==> src/rtl/bin_to_dec_if.sv <==
// Handshake and divider bundle for bin_to_dec: conversion request/result plus the n/d/start and q/r/rdy divider link.
// The slave modport faces the converter; the master modport faces the requester and the divider.
interface bin_to_dec_if #(
  parameter int BITS   = 32,
  parameter int DIGITS = 10
);
  localparam int NDW = $clog2(DIGITS + 1);

  logic [BITS-1:0]     value;
  logic                start;
  logic                busy;
  logic                done;
  logic [4*DIGITS-1:0] digits;
  logic [NDW-1:0]      ndigits;
  logic                neg;
  logic                ovf;
  logic [BITS-1:0]     div_n;
  logic [BITS-1:0]     div_d;
  logic                div_start;
  logic [BITS-1:0]     div_q;
  logic [BITS-1:0]     div_r;
  logic                div_rdy;

  modport master (
    output value, start, div_q, div_r, div_rdy,
    input  busy, done, digits, ndigits, neg, ovf, div_n, div_d, div_start
  );

  modport slave (
    input  value, start, div_q, div_r, div_rdy,
    output busy, done, digits, ndigits, neg, ovf, div_n, div_d, div_start
  );
endinterface

==> src/rtl/bin_to_dec.sv <==
// Binary to packed BCD, one external divide-by-10 per digit, least-significant digit first.
// Optional BIN_TO_DEC_SIGNED_EN treats value as two's complement and reports the sign on neg.
module bin_to_dec #(
  parameter int BITS   = 32,
  parameter int DIGITS = 10
) (
  input logic         clk,
  input logic         rst,
  bin_to_dec_if.slave bus
);
  localparam int NDW = $clog2(DIGITS + 1);

  typedef enum logic [1:0] {
    IDLE  = 2'd0,
    ISSUE = 2'd1,
    WAIT  = 2'd2,
    DONE  = 2'd3
  } state_t;

  state_t              r_state;
  logic [BITS-1:0]     r_v;
  logic [4*DIGITS-1:0] r_digits;
  logic [NDW-1:0]      r_ndigits;
  logic                r_neg;
  logic                r_ovf;
  logic                r_done;
  logic                r_busy;
  logic                r_div_start;

  logic                w_neg;
  logic [BITS-1:0]     w_mag;
  logic [NDW-1:0]      w_nd_inc;
  logic                w_unused_r;

`ifdef BIN_TO_DEC_SIGNED_EN
  // Most-negative input negates to itself, which is the correct unsigned magnitude.
  assign w_neg = bus.value[BITS-1];
  assign w_mag = w_neg ? (BITS'(0) - bus.value) : bus.value;
`else
  assign w_neg = 1'b0;
  assign w_mag = bus.value;
`endif

  assign w_nd_inc   = r_ndigits + NDW'(1);
  assign w_unused_r = ^bus.div_r[BITS-1:4];

  always_ff @(posedge clk or posedge rst) begin
    if (rst) begin
      r_state     <= IDLE;
      r_v         <= '0;
      r_digits    <= '0;
      r_ndigits   <= '0;
      r_neg       <= 1'b0;
      r_ovf       <= 1'b0;
      r_done      <= 1'b0;
      r_busy      <= 1'b0;
      r_div_start <= 1'b0;
    end else begin
      r_done      <= 1'b0;
      r_div_start <= 1'b0;
      case (r_state)
        IDLE: begin
          if (bus.start) begin
            r_v         <= w_mag;
            r_neg       <= w_neg;
            r_digits    <= '0;
            r_ndigits   <= '0;
            r_ovf       <= 1'b0;
            r_busy      <= 1'b1;
            r_div_start <= 1'b1;
            r_state     <= ISSUE;
          end
        end
        ISSUE: begin
          r_state <= WAIT;
        end
        WAIT: begin
          // The divider drops rdy on its load edge, so any rdy seen here is fresh.
          if (bus.div_rdy) begin
            for (int k = 0; k < DIGITS; k++) begin
              if (r_ndigits == NDW'(k)) begin
                r_digits[4*k +: 4] <= bus.div_r[3:0];
              end
            end
            r_ndigits <= w_nd_inc;
            r_v       <= bus.div_q;
            if (bus.div_q == '0) begin
              r_done  <= 1'b1;
              r_state <= DONE;
            end else if (w_nd_inc == NDW'(DIGITS)) begin
              r_ovf   <= 1'b1;
              r_done  <= 1'b1;
              r_state <= DONE;
            end else begin
              r_div_start <= 1'b1;
              r_state     <= ISSUE;
            end
          end
        end
        DONE: begin
          r_busy  <= 1'b0;
          r_state <= IDLE;
        end
        default: begin
          r_busy  <= 1'b0;
          r_state <= IDLE;
        end
      endcase
    end
  end

  assign bus.busy      = r_busy;
  assign bus.done      = r_done;
  assign bus.digits    = r_digits;
  assign bus.ndigits   = r_ndigits;
  assign bus.neg       = r_neg;
  assign bus.ovf       = r_ovf;
  assign bus.div_n     = r_v;
  assign bus.div_d     = BITS'(10);
  assign bus.div_start = r_div_start;
endmodule

==> src/flat_wrapper.sv <==
// flat-port wrapper written by rule: the top's interface ports become plain ports
module bin_to_dec_flat 
#(
  parameter int BITS   = 32,
  parameter int DIGITS = 10
)
  (clk, rst, bus_value, bus_start, bus_div_q, bus_div_r, bus_div_rdy, bus_busy, bus_done, bus_digits, bus_ndigits, bus_neg, bus_ovf, bus_div_n, bus_div_d, bus_div_start);
  bin_to_dec_if #(.BITS(BITS), .DIGITS(DIGITS)) bus_i ();
  input logic clk;
  input logic rst;
  input wire logic [$bits(bus_i.value)-1:0] bus_value;
  input wire logic [$bits(bus_i.start)-1:0] bus_start;
  input wire logic [$bits(bus_i.div_q)-1:0] bus_div_q;
  input wire logic [$bits(bus_i.div_r)-1:0] bus_div_r;
  input wire logic [$bits(bus_i.div_rdy)-1:0] bus_div_rdy;
  output wire logic [$bits(bus_i.busy)-1:0] bus_busy;
  output wire logic [$bits(bus_i.done)-1:0] bus_done;
  output wire logic [$bits(bus_i.digits)-1:0] bus_digits;
  output wire logic [$bits(bus_i.ndigits)-1:0] bus_ndigits;
  output wire logic [$bits(bus_i.neg)-1:0] bus_neg;
  output wire logic [$bits(bus_i.ovf)-1:0] bus_ovf;
  output wire logic [$bits(bus_i.div_n)-1:0] bus_div_n;
  output wire logic [$bits(bus_i.div_d)-1:0] bus_div_d;
  output wire logic [$bits(bus_i.div_start)-1:0] bus_div_start;
  assign bus_i.value = bus_value;
  assign bus_i.start = bus_start;
  assign bus_i.div_q = bus_div_q;
  assign bus_i.div_r = bus_div_r;
  assign bus_i.div_rdy = bus_div_rdy;
  assign bus_busy = bus_i.busy;
  assign bus_done = bus_i.done;
  assign bus_digits = bus_i.digits;
  assign bus_ndigits = bus_i.ndigits;
  assign bus_neg = bus_i.neg;
  assign bus_ovf = bus_i.ovf;
  assign bus_div_n = bus_i.div_n;
  assign bus_div_d = bus_i.div_d;
  assign bus_div_start = bus_i.div_start;
  bin_to_dec #(.BITS(BITS), .DIGITS(DIGITS)) u_core (.clk(clk), .rst(rst), .bus(bus_i));
endmodule
==> config.mk <==
export PLATFORM = sky130hd
export DESIGN_NAME = bin_to_dec_flat
export DESIGN_NICKNAME = d
export VERILOG_FILES = /design/src/rtl/bin_to_dec_if.sv /design/src/rtl/bin_to_dec.sv /design/src/flat_wrapper.sv
export SDC_FILE = /design/constraint.sdc
export NUM_CORES = 1
export LEC_CHECK = 0
export BUFFER_PORTS_ARGS = -buffer_cell sky130_fd_sc_hd__buf_2
export CAP_MARGIN = 20
export CORE_ASPECT_RATIO = 1.25
export CORE_MARGIN = 2
export CORE_UTILIZATION = 40
export DETAILED_ROUTE_END_ITERATION = 10
export PLACE_DENSITY_LB_ADDON = 0.3
export SYNTH_ARGS = -nofsm -noshare
export SYNTH_HDL_FRONTEND = slang
export SYNTH_SLANG_ARGS = --single-unit
==> constraint.sdc <==
create_clock -name clk -period 2.4 [get_ports clk]
set_input_delay 0.12 -clock clk [delete_from_list [all_inputs] [get_ports clk]]
set_output_delay 0.12 -clock clk [all_outputs]
set_load 0.02 [all_outputs]
Word-level counts from Yosys, hierarchy flattened
Index checks and enable logic that the tools add are counted.
Widths: inputs -> output; s select.
{"block": "op_classes", "muxes": 40, "shift": 0, "addsub": 1, "n_mul": 0, "div_mod_pow": 0, "bitwise_logic": 0, "order_cmp": 0, "n_reduce_logical": 19, "n_eq_ne": 27}
{"op": "$mux 40", "count": 2}
{"op": "$pmux 40 s2", "count": 1}
{"op": "$mux 32", "count": 2}
{"op": "$pmux 32 s2", "count": 1}
{"op": "$mux 4", "count": 12}
{"op": "$reduce_and 4->1", "count": 10}
{"op": "$logic_not 32->1", "count": 1}
{"op": "$ne 2x1->1 const B", "count": 11}
{"op": "$eq 4x3->1 const B", "count": 4}
{"op": "$mux 1", "count": 13}
{"op": "$eq 4x4->1 const B", "count": 3}
{"op": "$eq 4x2->1 const B", "count": 2}
{"op": "$mux 2", "count": 4}
{"op": "$pmux 2 s4", "count": 1}
{"op": "$pmux 4 s2", "count": 1}
{"op": "$ne 2x2->1 const B", "count": 3}
{"op": "$pmux 1 s2", "count": 3}
{"op": "$reduce_and 5->1", "count": 1}
{"op": "$add 4x1->4 const B", "count": 1}
{"op": "$eq 2x2->1 const B", "count": 2}
{"op": "$eq 4x1->1 const B", "count": 1}
{"op": "$logic_not 4->1", "count": 1}
{"op": "$reduce_and 2->1", "count": 2}
{"op": "$reduce_bool 2->1", "count": 2}
{"op": "other kinds (3)", "count": 3}
{"block": "word_totals", "latchBits": 0, "ram_bits": 0, "n_memories": 0, "romBits": 0, "inputBits": 100, "ff_bits": 82}

Logic depth before layout (Yosys ltp)
Gate-level depths: netlist (run 1).
{"block": "logic_depth", "depth_word": 6, "mapped_depth": 7, "mapped_depth_nobuf": 6}

Worst setup path before layout (run 1)
Ideal clock, no wire load.
{"block": "synth_path", "path_kind": "reg-to-reg", "from": "reg u_core.r_ndigits[0], in the netlist u_core.bus.ndigits[0]", "to": "reg u_core.r_digits[32], in the netlist u_core.bus.digits[32]", "arrival_time_ps": 1477, "setup_time_ps": 125, "stages_incl_launch_ff": 6, "n_path_buf": 0, "t_required_ps": 2275, "path_slack_ps": 798, "synth_period_minus_slack_ps": 1602, "cell_sequence": "dfrtp_1 inv_1 ha_1 a21o_1 nand2_4 mux2_4"}
{"block": "synth_between", "elab_chain_len": 3}
{"element": "start, declared", "line": "bin_to_dec.sv:23", "source": "logic [NDW-1:0] r_ndigits;"}
{"element": "start signal, assigned", "line": "bin_to_dec.sv:85", "source": "r_ndigits <= w_nd_inc;"}
{"element": "$eq 4x4->1", "line": "bin_to_dec.sv:81", "source": "if (r_ndigits == NDW'(k)) begin"}
{"element": "$ne 2x1->1 (no line)"}
{"element": "$reduce_and 4->1 (no line)"}
{"element": "end signal, assigned by index", "line": "bin_to_dec.sv:82", "source": "r_digits[4*k +: 4] <= bus.div_r[3:0];"}
{"element": "end, declared", "line": "bin_to_dec.sv:22", "source": "logic [4*DIGITS-1:0] r_digits;"}
No other way between the ends.
A chain may end at the register's enable or synchronous reset.

Worst setup path in the final report (run 1)
{"block": "layout_path", "from": "reg u_core.r_state[0]", "to": "reg u_core.r_v[17], in the netlist u_core.bus.div_n[17]"}
{"block": "layout_between", "elab_chain_len": 3, "word_cells_on_any_way": 7, "cone_classes": "eq/ne (3); mux (1); reduce/logical (3)"}
{"element": "start, declared", "line": "bin_to_dec.sv:20", "source": "state_t r_state;"}
{"element": "start signal, assigned", "line": "bin_to_dec.sv:49", "source": "r_state <= IDLE;"}
{"element": "start signal, assigned", "line": "bin_to_dec.sv:71", "source": "r_state <= ISSUE;"}
{"element": "start signal, assigned", "line": "bin_to_dec.sv:75", "source": "r_state <= WAIT;"}
{"element": "$eq 2x2->1 or $logic_not 2->1 (tied branches)", "line": "bin_to_dec.sv:61", "source": "case (r_state)"}
{"element": "$ne 2x2->1 (no line) or $reduce_bool 2->1 (tied branches)"}
{"element": "$reduce_and 3->1 (no line)"}
{"element": "end signal, assigned", "line": "bin_to_dec.sv:64", "source": "r_v <= w_mag;"}
{"element": "end signal, assigned", "line": "bin_to_dec.sv:86", "source": "r_v <= bus.div_q;"}
{"element": "end, declared", "line": "bin_to_dec.sv:21", "source": "logic [BITS-1:0] r_v;"}
Parallel ways exist; a longest one is shown, timed or not.

==> metrics.md, run 1 <==
| Metric | Value |
|---|---|
| Outcome | `completed` |
| Std-Cell Rows | `40` |
| Crit Path Max Fanout | `52` |
| EDFF count, synth | `0` |
| Post-CTS Resized | `0` |
| Met2 wire length | `approximately 5 mm` |
| Compound-Gate Fraction of Synth Area | `0.138` |
| Clock Skews | `0.00697 ns` |
| Max Fclk | `~570 MHz` |
| Worst skew pair latency | `approximately 0.34 ns` |
| Starting density of the core | `0.415` |
| CP Capture Type | `flop` |
| Die width | `93.8 um` |
| Nets | `672` |
| Crit path launch type | `flop` |
| Adder-Cell Fraction of Synth Area | `0.0155` |
| CP startpoint | `u_core.r_state[0]` |
| Maximum vdd drop | `around 0.00045 V` |
| Metal3 WL | `781 um` |
| Hold-critical path depth | `3` |
| Buffer levels on the longest clock path | `2` |
| # H-tree levels | `3` |
| Worst endpoint data arrival time | `2.00 ns` |
| Synth Area per Inst | `9.57 um^2` |
| DRC violations left | `0` |
| Post-synthesis sequential area ratio | `0.509` |
| Worst hold path class | `input pin to flop` |
| DR top layer | `met4` |
| Synth warn | `0` |
| Core ar. | `9710 um^2` |
| CTS buffer count | `9` |
| PortBufs | `151` |
| Max stage delay cell, worst path | `dfrtp_1` |
| Vias in the first global route | `3318` |
| TritonCTS clock tree | `built` |
| Core Util, Final | `0.522` |
| Fin. Hold Viols | `0` |
| Slew Viols, Final | `0` |
| Max-cap violations | `0` |
| Die H | `approximately 120 um` |
| Rel. slew slack | `0.601` |
| Worst-Margin Slew | `0.599 ns` |
| R2R setup slack | `0.65 ns` |
| Initial DRC Count | `80` |
| Die area | `about 11000 um^2` |
| Primary FF master, synth | `dfrtp_1` |
| DRT Pass-1 Iters | `4` |
| Leakage | `2.58 nW` |
| DRT met1 WL | `about 4.1 mm` |
| Antenna Cells | `0` |
| Clock Pin Slew Worst Setup and Hold Paths | `0.06 ns` |
| CP Capture Point | `u_core.bus.div_n[17]` |
| Detailed Route WL | `about 10 mm` |
| Routed len/inst | `14.5 um` |
| Worst Path Class, Setup | `flop to flop` |
| Antenna viol nets, final | `0` |
| XOR/XNOR share of the synthesized area | `0.00435` |
| Synth unique cells | `42` |
| Worst path required time | `2.65 ns` |
| Largest net degree at the start of global routing | `53` |
| Commonest non-fill, non-tap cell in the layout | `buf_2` |
| Setup_tns | `0 ns` |
| Fill count | `a little over 900` |
| R2r endpoint | `u_core.bus.div_n[17]` |
| Final setup viols | `0` |
| Placer congestion estimate | `0.784` |
| Commonest non-fill, non-tap cells in the layout | `151 x buf_2, 102 x nand2_1, 82 x dfrtp_1` |
| Critical path's largest stage delay | `~0.46 ns` |
| Pwr Total | `6.32 mW` |
| Mapped cell area | `4030 um^2` |
| RSZ-0062 raised after global routing | `no` |
| Post-Synth Simple-Gate Area | `0.200` |
| Largest family of logic cells by synthesized area | `simple AND/OR/NAND/NOR gates` |
| Top-Level Pins | `213` |
| Vias | `3484` |
| Mux contribution to synthesized area | `0.0298` |
| Min Tclk post-route | `1.75 ns` |
| Synth-to-Final Area Change | `25.7%` |
| DP HPWL | `7.67 mm` |
| Overflow after GRT | `0` |
| R2R cell count | `6` |
| Initial antenna violation count | `0` |
| Syn Inst Count | `around 420` |
| Clk Tree Root Cell | `clkbuf_16` |
| R2r startpoint | `u_core.r_state[0]` |
| Layout cells sized above 1 | `0.332` |
| Post-DR vias/cell | `4.99` |
| Yosys reg bits | `82` |
| GRT Total Usage | `0.192` |
| Final Cycle Share | `0.729` |
| Worst Setup Slack post-DPL | `0.648 ns` |
| Final worst-path setup slack | `0.650 ns` |
| First-pass GRT wire length | `16.3 mm` |
| Pwr/cell area | `1250 nW/um^2` |
| CP Cell Sequence | `and3b_4 > nor2_4 > inv_6 > buf_12 > nor2_1 > a31oi_1` |
| CTS Sinks | `82` |
| Synth async-reset ratio | `1.00` |
## critical path: cells and delay by family, from the launching register on
kind            cells  cell delay, ns
flops               1            0.46
simple gates        3            0.61
buf+inv             2            0.43
compound gates      1            0.15
## logic make-up (layout without fill, tap and decap cells)
| group | after synthesis | after routing |
|---|---|---|
| and+or+nand+nor | 175 | 175 |
| xor gates and xnor gates | 2 | 2 |
| AOI/OAI and AO/OA | 88 | 88 |
| buffers and inverters | 59 | 179 |
| adders and majority gates | 5 | 5 |
| muxes | 8 | 8 |
| DFF | 82 | 82 |
| other | 2 | 33 |
## final cells by class
class,instances,area [um^2],area share
Sequential cell,82,2050,0.405
Multi-Input combinational cell,311,1690,0.334
Timing Repair Buffer,157,828,0.164
Clock buffer,11,243,0.0479
Tap cell,126,158,0.0311
Clock inverter,5,62.6,0.0124
Inverter,6,28.8,0.00568
## sequential cells by signal (all words and copies together) (netlist names)
signal / cells
u_core.bus.digits: 40
u_core.bus.ndigits: 4
u_core.bus.div_n: 32
u_core.bus.ovf: 1
u_core.r_state: 2
u_core.bus.busy: 1
u_core.bus.done: 1
u_core.bus.div_start: 1
## worst min path at each step
stage                   from                   end  slack, ns
3_5_place_dp             rst   u_core.bus.div_n[1]       0.21
2_1_floorplan   bus_div_q[0]   u_core.bus.div_n[0]       0.27
4_1_cts        bus_value[26]  u_core.bus.div_n[26]       0.02
5_1_grt         bus_value[9]   u_core.bus.div_n[9]       0.04
3_3_place_gp             rst   u_core.bus.div_n[1]       0.21
6_report       bus_value[26]  u_core.bus.div_n[26]       0.03
## metrics by stage
step / area, um^2 / hold WS (ns) / std cells
final: 5060 / 0.0296 / 698
after global routing: 5060 / 0.0446 / 698
after CTS: 5060 / 0.0152 / 698
after detailed placement: 4750 / 0.215 / 681
after global placement: 4750 / 0.211 / 681
after floorplan: 4150 / 0.268 / 452
## per-layer routing
metal / vias up / global-route usage
li1: 1665 / -
met1: 1652 / 0.235
met3: 20 / 0.0477
met2: 147 / 0.318
met4: 0 / 0.0918
met5: - / 0
## cell usage after synthesis (2+ instances only)
cell type / n / area (um^2)
conb_1: 2 / 7.51
buf_6: 4 / 45.0
nand2_1: 102 / 383
inv_1: 5 / 18.8
and2_1: 5 / 31.3
nand2_4: 2 / 22.5
nand4_1: 2 / 12.5
o21ai_0: 29 / 145
ha_1: 5 / 62.6
a31oi_1: 31 / 194
dfrtp_1: 82 / 2050
buf_4: 37 / 278
xor2_1: 2 / 17.5
mux2_4: 8 / 120
nor3b_1: 4 / 30.0
o22ai_1: 6 / 37.5
and3b_1: 5 / 43.8
o2bb2ai_1: 10 / 87.6
nor2b_1: 2 / 12.5
clkbuf_1: 2 / 7.51
nor4_1: 8 / 50.1
nor2_1: 34 / 128
buf_2: 9 / 45.0
a21o_1: 3 / 22.5
nand3_1: 5 / 25.0
## power by group
group	total [mW]	internal [mW]	switching, mW
sequential	2.12	1.83	0.284
clock	1.40	0.840	0.558
combinational	2.80	0.970	1.83
## timing repair
action | in CTS | in global routing
buffers inserted | 0 | 0
endpoints found under the hold margin | 32 | 0
hold buffers | 1 | 0
Note: power is estimated with default switching activity, not from simulation.
==> inputs of run 2 (changes only) <==
clock period = 1.4 ns   (was 2.4 ns; I/O delays follow)
==> run 2 against run 1 <==
  * Die area unchanged
  * Flip-flop and latch count unchanged
  * Largest power group unchanged
  * Final cell count up 14%
  * Largest cell class unchanged
  * Count of clock-buffer cells in the layout up 1
  * Highest routed layer unchanged
  * The flow now finishes with violations (negative setup slack)
  * Routed wire length up 24%
==> metrics.md, run 2 (synthesis gave the netlist of run 1 again) <==
| Metric | Value |
|---|---|
| Final worst-path setup slack | `-0.0790 ns` |
| Final Cycle Share | `1.06` |
| Post-DR vias/cell | `5.02` |
| Min-delay src | `bus_div_q[19]` |
| Clock Skews | `0.00543 ns` |
| Worst Path Class, Setup | `flop to flop` |
| Max stage delay cell, worst path | `dfrtp_2` |
| Vias | `between 3k and 4k` |
| R2R setup slack | `-0.08 ns` |
| Crit Path Max Fanout | `7` |
| DP HPWL | `about 8 mm` |
| Slew Viols, Final | `0` |
| Final setup viols | `between 50 and 60` |
| PortBufs | `151` |
| Max-cap violations | `0` |
| Worst skew pair latency | `0.33 ns` |
| Maximum vdd drop | `0.00109 V` |
| Antenna viol nets, final | `0` |
| GRT Total Usage | `0.228` |
| Initial DRC Count | `between 150 and 200` |
| DP Area | `5100 um^2` |
| Worst endpoint data arrival time | `1.69 ns` |
| Failing checks | `negative setup slack` |
| Outcome | `finished with violations` |
| Layout cells sized above 1 | `0.401` |
| Fill count | `around 780` |
| DRC violations left | `0` |
| CP top delay family | `simple AND/OR/NAND/NOR gates` |
| Nets | `770` |
| Crit path launch type | `flop` |
| R2r startpoint | `u_core.r_state[0]` |
| CP Cell Sequence | `and3b_4 > nor2_4 > inv_6 > nand2_4 > mux2_4` |
| CP Capture Type | `flop` |
| Dpl cells | `720` |
| Design area | `~6200 um^2` |
| First-pass GRT wire length | `a little under 20 mm` |
| Max Fclk | `676 MHz` |
| Min Tclk post-route | `between 1 and 1.5 ns` |
| Antenna Cells | `0` |
| Worst path required time | `1.61 ns` |
| DRT Pass-1 Iters | `4` |
| Std-Cell Rows | `40` |
| Die H | `116 um` |
| Clock Pin Slew Worst Setup and Hold Paths | `0.06 ns` |
| Core ar. | `9710 um^2` |
| Commonest non-fill, non-tap cell in the layout | `buf_2` |
| Largest net degree at the start of global routing | `52` |
| # H-tree levels | `3` |
| Pwr/cell area | `2030 nW/um^2` |
| CTS buffer count | `9` |
| RSZ-0062 raised after global routing | `yes` |
| Vias in the first global route | `3986` |
| R2R cell count | `5` |
| Buffer levels on the longest clock path | `2` |
| Worst hold path class | `input pin to flop` |
| Placer congestion estimate | `around 0.89` |
| Top-Level Pins | `about 210` |
| Largest register FFs | `40` |
| Synth-to-Final Area Change | `54.6%` |
| Clk Tree Root Cell | `clkbuf_16` |
| Fin. Hold Viols | `0` |
| Critical path's largest stage delay | `0.44 ns` |
| TritonCTS clock tree | `built` |
| Detailed Route WL | `around 13 mm` |
| Hold-critical path depth | `3` |
| Routed len/inst | `15.8 um` |
| Non-filler cells, final | `796` |
| Die area | `10900 um^2` |
| Buffers and inverters on the worst path | `1` |
| Worst hold endpoint | `u_core.bus.div_n[19]` |
| Commonest non-fill, non-tap cells in the layout | `151 x buf_2, 102 x nand2_1, 77 x dfrtp_1` |
| Overflow after GRT | `0` |
| Initial antenna violation count | `0` |
| Starting density of the core | `0.415` |
| Die width | `93.8 um` |
| Leakage | `3.13 nW` |
| R2r endpoint | `u_core.bus.digits[33]` |
| CTS Sinks | `82` |
-- run 2: changes by cell type in the layout (fill, tap and decap cells not counted), sizes merged --
cell         delta
clkbuf          +2
clkinvlp        +1
bufinv          +1
clkinv          -2
inv             -1
dlygate4sd3    +48
buf            +49
-- run 2: worst max-delay path by stage --
| stage | from | to | cells past startpoint |
|---|---|---|---|
| floorplan | u_core.r_state[1] | u_core.bus.digits[32] | 6 |
| global placement | bus_div_q[7] | u_core.bus.done | 6 |
| detailed placement | u_core.bus.ndigits[1] | u_core.bus.digits[6] | 6 |
| CTS | u_core.r_state[0] | u_core.bus.digits[33] | 5 |
| global route | u_core.r_state[0] | u_core.bus.div_n[10] | 6 |
| finish | u_core.r_state[0] | u_core.bus.digits[33] | 5 |
-- run 2: power by group --
| group | total [mW] | internal, mW | switching, mW |
|---|---|---|---|
| logic | 6.44 | 2.81 | 3.62 |
| clock network | 2.54 | 1.61 | 0.926 |
| registers | 3.66 | 3.15 | 0.511 |
| total | 12.6 | 7.58 | 5.06 |
-- run 2: area by class of cell --
class,instances,area (um^2),area share
sequential,82,2060,0.330
timing repair buffer,255,1840,0.295
multi-input combinational,311,1830,0.293
clock buffer,12,246,0.0396
tap,126,158,0.0253
clock inverter,4,75.1,0.0121
inverter,6,31.3,0.00502
-- run 2: what timing repair did --
action                     4_1_cts  5_1_grt
buffers inserted                 3        4
setup endpoints to repair       68       78
pin swaps                        3        7
cloned                           3        1
resized for setup               22       19
hold endpoints to repair       112        0
hold buffers                    49        0
-- run 2: worst reg2reg max path, cell delays in order (launching register included) --
cell	delay [ns]
dfrtp_2	0.44
and3b_4	0.34
nor2_4	0.06
inv_6	0.12
nand2_4	0.10
mux2_4	0.31
-- run 2: routing by layer --
metal / track usage / share of wire
met5: 0 / 0
met4: 0.111 / 0.025
met3: 0.0477 / 0.075
met2: 0.408 / 0.53
met1: 0.257 / 0.37
-- run 2: through the flow --
step	total power [mW]	hold WS (ns)	setup TNS (ns)	utilization	setup slack (ns)
2_1_floorplan	7.21	0.218	-1.31	-	-0.0675
3_3_place_gp	9.01	0.155	-0.879	0.525	-0.104
3_5_place_dp	9.12	0.162	-3.32	0.525	-0.109
4_1_cts	12.4	0.000430	-1.63	0.628	-0.0780
5_1_grt	13.4	0.0147	-5.78	0.642	-0.124
6_report	12.6	0.00343	-1.81	0.642	-0.0790
